$ cat src/rtl/mips_pkg.sv
// Shared definitions for the multicycle MIPS datapath.
// Types:     word_t (datapath word), regidx_t (register index).
// Constants: architectural register indices and the $sp reset value.
// RegDST:    destination-select encodings shared by control, the mux and benches,
//            plus a helper that models the mux itself.
package mips_pkg;

    typedef logic [31:0] word_t;
    typedef logic [4:0]  regidx_t;

    localparam regidx_t REG_ZERO     = 5'd0;
    localparam regidx_t REG_SP       = 5'd29;
    localparam regidx_t REG_RA       = 5'd31;
    localparam word_t   SP_RESET_VAL = 32'd227;

    typedef enum logic [1:0] {
        RegDstRs = 2'b00,
        RegDstRa = 2'b01,
        RegDstSp = 2'b10,
        RegDstRt = 2'b11
    } reg_dst_e;

    // Behaviour of the RegDST mux that feeds write_reg.
    function automatic regidx_t reg_dst_index(reg_dst_e sel, regidx_t rs, regidx_t rt);
        regidx_t idx;
        unique case (sel)
            RegDstRs: idx = rs;
            RegDstRa: idx = REG_RA;
            RegDstSp: idx = REG_SP;
            RegDstRt: idx = rt;
            default:  idx = rs;
        endcase
        return idx;
    endfunction

endpackage

$ cat src/rtl/banco_reg_if.sv
// Register-file access bundle.
// master (datapath side): drives reg_write, write_reg, write_data, read_reg1, read_reg2;
//                         receives read_data1, read_data2.
// slave  (register file): the mirror image.
interface banco_reg_if #(
    parameter int unsigned DATA_W = 32,
    parameter int unsigned ADDR_W = 5
) ();

    logic              reg_write;
    logic [ADDR_W-1:0] read_reg1;
    logic [ADDR_W-1:0] read_reg2;
    logic [ADDR_W-1:0] write_reg;
    logic [DATA_W-1:0] write_data;
    logic [DATA_W-1:0] read_data1;
    logic [DATA_W-1:0] read_data2;

    modport master (
        output reg_write,
        output read_reg1,
        output read_reg2,
        output write_reg,
        output write_data,
        input  read_data1,
        input  read_data2
    );

    modport slave (
        input  reg_write,
        input  read_reg1,
        input  read_reg2,
        input  write_reg,
        input  write_data,
        output read_data1,
        output read_data2
    );

endinterface

$ cat src/rtl/banco_reg.sv
// 32 x 32-bit general-purpose register file for the multicycle MIPS datapath.
// Ports:
//   clk   - rising-edge clock
//   reset - asynchronous, active-high; clears all entries except $sp, which loads SP_RESET
//   bus   - banco_reg_if.slave: one synchronous write port, two combinational read ports
// Entry 0 has no storage and always reads as zero. There is no write-through bypass:
// a read of the entry being written shows the old value until the clock edge.
module banco_reg
    import mips_pkg::*;
#(
    parameter int unsigned       DATA_W   = 32,
    parameter int unsigned       ADDR_W   = 5,
    parameter logic [DATA_W-1:0] SP_RESET = DATA_W'(SP_RESET_VAL),
    parameter int unsigned       SP_INDEX = int'(REG_SP),
    parameter int unsigned       RA_INDEX = int'(REG_RA)
) (
    input  logic        clk,
    input  logic        reset,
    banco_reg_if.slave  bus
);

    localparam int unsigned NumRegs = 2 ** ADDR_W;

    // Reject parameter sets that would place $sp/$ra on the zero register or outside the file.
    if (SP_INDEX == 0 || SP_INDEX >= NumRegs || RA_INDEX == 0 || RA_INDEX >= NumRegs)
    begin : gen_bad_index
        $error("banco_reg: SP_INDEX/RA_INDEX out of range");
    end

    logic [DATA_W-1:0] regs_q [1:NumRegs-1];
    logic [DATA_W-1:0] regs_d [1:NumRegs-1];
    logic              wr_en;

    // Index 0 writes are dropped here; write_reg/write_data are don't-care when reg_write=0.
    assign wr_en = bus.reg_write && (bus.write_reg != '0);

    always_comb begin
        regs_d = regs_q;
        if (wr_en) begin
            regs_d[bus.write_reg] = bus.write_data;
        end
    end

    always_ff @(posedge clk or posedge reset) begin
        if (reset) begin
            for (int unsigned i = 1; i < NumRegs; i++) begin
                regs_q[i] <= (i == SP_INDEX) ? SP_RESET : '0;
            end
        end else begin
            regs_q <= regs_d;
        end
    end

    assign bus.read_data1 = (bus.read_reg1 == '0) ? '0 : regs_q[bus.read_reg1];
    assign bus.read_data2 = (bus.read_reg2 == '0) ? '0 : regs_q[bus.read_reg2];

endmodule

$ cat src/flat_wrapper.sv
// flat-port wrapper written by rule: the top's interface ports become plain ports
module banco_reg_flat import mips_pkg::*;
#(
    parameter int unsigned       DATA_W   = 32,
    parameter int unsigned       ADDR_W   = 5,
    parameter logic [DATA_W-1:0] SP_RESET = DATA_W'(SP_RESET_VAL),
    parameter int unsigned       SP_INDEX = int'(REG_SP),
    parameter int unsigned       RA_INDEX = int'(REG_RA)
)
  (clk, reset, bus_reg_write, bus_read_reg1, bus_read_reg2, bus_write_reg, bus_write_data, bus_read_data1, bus_read_data2);
  banco_reg_if #(.DATA_W(DATA_W), .ADDR_W(ADDR_W)) bus_i ();
  input  logic clk;
  input  logic reset;
  input wire logic [$bits(bus_i.reg_write)-1:0] bus_reg_write;
  input wire logic [$bits(bus_i.read_reg1)-1:0] bus_read_reg1;
  input wire logic [$bits(bus_i.read_reg2)-1:0] bus_read_reg2;
  input wire logic [$bits(bus_i.write_reg)-1:0] bus_write_reg;
  input wire logic [$bits(bus_i.write_data)-1:0] bus_write_data;
  output wire logic [$bits(bus_i.read_data1)-1:0] bus_read_data1;
  output wire logic [$bits(bus_i.read_data2)-1:0] bus_read_data2;
  assign bus_i.reg_write = bus_reg_write;
  assign bus_i.read_reg1 = bus_read_reg1;
  assign bus_i.read_reg2 = bus_read_reg2;
  assign bus_i.write_reg = bus_write_reg;
  assign bus_i.write_data = bus_write_data;
  assign bus_read_data1 = bus_i.read_data1;
  assign bus_read_data2 = bus_i.read_data2;
  banco_reg #(.DATA_W(DATA_W), .ADDR_W(ADDR_W), .SP_RESET(SP_RESET), .SP_INDEX(SP_INDEX), .RA_INDEX(RA_INDEX)) u_core (.clk(clk), .reset(reset), .bus(bus_i));
endmodule
$ cat config.mk
export PLATFORM = sky130hd
export DESIGN_NAME = banco_reg_flat
export DESIGN_NICKNAME = d
export VERILOG_FILES = /design/src/rtl/mips_pkg.sv /design/src/rtl/banco_reg_if.sv /design/src/rtl/banco_reg.sv /design/src/flat_wrapper.sv
export SDC_FILE = /design/constraint.sdc
export NUM_CORES = 2
export LEC_CHECK = 0
export CORE_MARGIN = 2
export CORE_UTILIZATION = 68
export DETAILED_ROUTE_END_ITERATION = 8
export MAX_ROUTING_LAYER = met4
export PLACE_DENSITY_LB_ADDON = 0.25
export SYNTH_ARGS = -nofsm -noshare
export SYNTH_HDL_FRONTEND = slang
export SYNTH_SLANG_ARGS = --single-unit
$ cat constraint.sdc
create_clock -name clk -period 85.8 [get_ports clk]
set_clock_uncertainty 0.2 [all_clocks]
set_input_delay 25.74 -clock clk [delete_from_list [all_inputs] [get_ports clk]]
set_output_delay 25.74 -clock clk [all_outputs]
set_load 0.01 [all_outputs]
Yosys cells after proc, flatten, opt, wreduce, memory -nomap -nowiden
Index checks and enable logic that the tools add are counted.
{"block": "totals", "regBits": 992, "out_inout_bits": 64, "word_cells": 54}
{"block": "classes", "magnitude_cmp": 4, "n_mux": 11, "bitwise_logic": 3, "reduce_logical": 5}
{"cell": "bitwise mux 992 bit", "n": 1}
{"cell": "binary-select mux 32 bit (select 5 bit)", "n": 2}
{"cell": "two-way mux 32 bit", "n": 7}
{"cell": "demux 32 bit (select 5 bit)", "n": 1}
{"cell": ">= comparator 6 bit (second input constant)", "n": 3}
{"cell": "inverter 5 -> 6 bit", "n": 3}
{"cell": "zero test 5 bit", "n": 2}
{"cell": "less-than comparator 6 x 1 -> 1 bit (second input constant)", "n": 1}
{"cell": "nonzero test 5 bit", "n": 1}
{"cell": "logical AND 1 bit", "n": 2}

Depth between registers and ports, before layout
{"block": "logic_depth", "ltp_word": 6, "ltp_mapped": 9, "mapped_depth_nobuf": 4}

Worst setup path before layout
OpenSTA, ideal clock, no wires.
{"block": "synth_timing", "path_type": "in2out", "startpoint": "in bus_read_reg2[1]", "endpoint": "out bus_read_data2[31]", "arrival_time_ns": 27.151, "setup_slack_ns": 32.709, "cell_stages": 7, "n_path_buf": 3, "path_cell_list": "buf_2 -> buf_6 -> or2_2 -> buf_4 -> o22ai_1 -> nor3_1 -> nor4b_1"}
{"block": "synth_between", "elab_chain_len": 5}
{"item": "start, declared", "line": "flat_wrapper.sv:16", "rtl": "input wire logic [$bits(bus_i.read_reg2)-1:0] bus_read_reg2;"}
{"item": "inverter 5 -> 6 bit (not written as such)", "line": "banco_reg.sv:55", "rtl": "assign bus.read_data2 = (bus.read_reg2 == '0) ? '0 : regs_q[bus.read_reg2];"}
{"item": "binary-select mux 32 bit (select 5 bit)", "line": "banco_reg.sv:55"}
{"item": "two-way mux 32 bit (not written as such) (2 in a row)", "line": "banco_reg.sv:55"}
{"item": "two-way mux 32 bit (*)", "line": "banco_reg.sv:55"}
{"item": "end, declared", "line": "flat_wrapper.sv:20", "rtl": "output wire logic [$bits(bus_i.read_data2)-1:0] bus_read_data2;"}
Mark *: on every way between the ends. The rest lies on a longest branch, timed or not. The select of a mux whose other input is x is not followed.

Final worst setup path
{"block": "layout_timing", "startpoint": "in bus_read_reg2[1]", "endpoint": "out bus_read_data2[30]"}
Same word-level chain as after synthesis.

==> flow_summary.ini <==
[run_status]
status = complete, no violations

[synth]
synthCells = 4056
async_flop_share_pct = 100
yosys.cell_count.top_type = mux2_2
synth_edf_count = 0
ys_top_cells_by_count = mux2_2 (1110), dfrtp_1 (987), mux2i_1 (577)
yosysUniqueCellTypes = 45
ys_seq_area_share_pct = 46.3
synth_warnings = 0
syn_area_um2 = 53700
yosys-top-cells-area = dfrtp_1 (46%), mux2_2 (23%), mux2i_1 (11%)
ys.flop_type = dfrtp_1
synth-seq-cells = 992
synth_top_area_share_pct = 46.0
synth_nets = 4106
syn_avg_cell_area_um2 = 13.2
synth.largest_area_cell = dfrtp_1

[critical_path]
crit_fanout = 39
worst_path_most_repeated_cell = buf_4
critPathBufInv = 5
cpLargestDelayFamily = buffers and inverters
max_stage_delay_ns = 0.82
critical_path_class = primary input to output pin
reg2reg_from = u_core.regs_q[853]
rrSetupSlack_ns = 84.77
required_ns = 59.86
cpMaxStageDelayCell = a211oi_1
endpoint_kind = output pin
path_cells = buf_4, buf_4, buf_4, and2b_2, buf_4, a221oi_1, or3_1, a211oi_1, clkdlybuf4s50_1
cp_data_arrival_time_ns = 30.46
r2r_end = u_core.regs_q[853]
r2r_cells = 1
startpoint_type = primary input

[floorplan]
io_pins = 114
initial_core_util_pct = 68.3
rows = 103
dieArea_um2 = 81200
die_y_um = 285
core_area_um2 = 78600
die_w_um = 285

[placed_design]
numPlacedInstances = 4871
pre_cts_ws_ns = 29.56
dp_hpwl_um = 86500
place.gp.congestion = 0.845
postPlaceCellArea_um2 = 54800
portBuffers = 113

[detailed_routing]
dr.pass1.iters = 5
ant_nets = 0
drc = 0
drtIter0Drc = 4501
wl_per_cell_um = 31.4
vias = 37500
routed_wl_um = 159000
routed_via_density = 7.41

[grt]
busiest_layer = met2
grt_use_met3_pct = 9.21
grt_pass1_vias = 37800
grt_use_met2_pct = 58.9
grt.total_usage_pct = 40.2
gr-total-overflow = 0
grt_pass1_wl_um = 239000
antenna_found_initial = 4
grt_max_degree = 171
use_met1_pct = 54.5

[hold_path]
hold_class = register to register
min-delay-start = u_core.regs_q[535]
worstHoldEndpoint = u_core.regs_q[535]
min_path_cells = 1

[finish]
syn2layout_area_growth_pct = 8.58
design_area_um2 = 58300
fillers = 5128
final_nets = 3977
finalNonFillerCells = 5065
drive_gt1_share_pct = 39.3
final_util_pct = 74.1
largest_reg_flops = 992
regMostFlops = u_core.regs_q
reg_top3 = u_core.regs_q (992)

[clocking]
clock_latency_ns = 0.65
numCtsBuffers = 104
clock_sinks = 992
path_clk_slew_ns = 0.05
cts_buffer_depth = 3
hold_buffers = 0
cts_htree_levels = 3
root_buffer = clkbuf_16
cts_setup_buffers = 0
cts_resized = 0
cts_tree = built

[timing]
maxSlewHeadroom_pct = 11.9
rsz0062_at_grt = no
setup_ws_ns = 29.40
worst_pin_slew_ns = 1.32
finalMaxSlewViolations = 0
final-hold-violation-count = 0
min_period_ns = 56.40
tns_ns = 0
setup_viol = 0
period_share_pct = 65.7
clock.fmax_mhz = 17.7

[pwr]
power_density_nw_per_um2 = 23.6
power_leakage_nw = 26.0
ir_worst_vdd_v = 0.0000227

[job]
drv_cap = 0
-- routing by layer --
layer | vias up | part of all wire (%)
met5 | - | 0
met3 | 549 | 11
li1 | 15200 | -
met2 | 2302 | 45
met4 | 0 | 4.8
met1 | 19500 | 40
-- layout by cell type, fill, tap and decap left out, types with 4 or more instances in the layout --
master and n:
a211oi_1 56, a211oi_2 7, a21oi_1 32, a221o_1 32, a221oi_1 31, a22oi_1 64, buf_4 79, bufinv_16 11
clkbuf_1 27, clkbuf_16 107, clkbuf_8 15, clkdlybuf4s50_1 107, clkinv_2 17, clkinvlp_4 10, dfrtp_1 987, dfstp_2 5
inv_6 4, mux2_1 10, mux2_2 1110, mux2i_1 577, mux4_2 128, nand2_2 17, nand2b_4 4, nand3b_1 6
nor2_4 16, nor2b_1 33, nor2b_4 4, nor3_1 129, nor3b_1 4, nor4_1 12, nor4_2 20, o22ai_1 287
or3_1 31
-- worst max-delay path by stage --
stage / startpoint / endpoint / cells after the start
after CTS: bus_read_reg1[0] / bus_read_data1[5] / 9
after floorplan: reset / u_core.regs_q[0] / 1
after detailed placement: bus_read_reg1[0] / bus_read_data1[5] / 9
after global routing: bus_read_reg1[0] / bus_read_data1[5] / 9
after global placement: bus_read_reg1[0] / bus_read_data1[7] / 9
final: bus_read_reg2[1] / bus_read_data2[30] / 9
-- power breakdown --
part           switching [mW]  leakage (nW)  total [mW]  internal, mW
Combinational           0.122          11.6       0.277         0.156
Clock                   0.192          1.71       0.467         0.275
Sequential             0.0711          12.7       0.631         0.560
-- cells by family after synthesis --
kind of cell / after synthesis / synth area share (%)
muxes: 1825 / 39.6
AOI/OAI and AO/OA: 510 / 6.61
buffers and inverters: 428 / 4.20
DFF: 992 / 46.3
and+or+nand+nor: 301 / 3.32
-- cell type report --
class / instances / area [um^2] / area share (%)
Antenna cell: 1 / 2.50 / 0.00429
Clock buffer: 149 / 2990 / 5.12
Sequential cell: 992 / 24800 / 42.6
Timing Repair Buffer: 192 / 1760 / 3.02
Inverter: 1 / 11.3 / 0.0193
Tap cell: 1050 / 1310 / 2.25
Clock inverter: 44 / 543 / 0.932
Multi-Input combinational cell: 2636 / 26800 / 46.0
-- through the flow --
| stage | total power [mW] | hold WS [ns] |
|---|---|---|
| 5_1_grt | 1.43 | 0.339 |
| 6_report | 1.38 | 0.324 |
| 3_5_place_dp | 0.907 | 0.302 |
| 2_1_floorplan | 0.833 | 0.279 |
| 3_3_place_gp | 0.892 | 0.289 |
| 4_1_cts | 1.37 | 0.319 |
No activity file was read; power rests on OpenSTA's default activity.
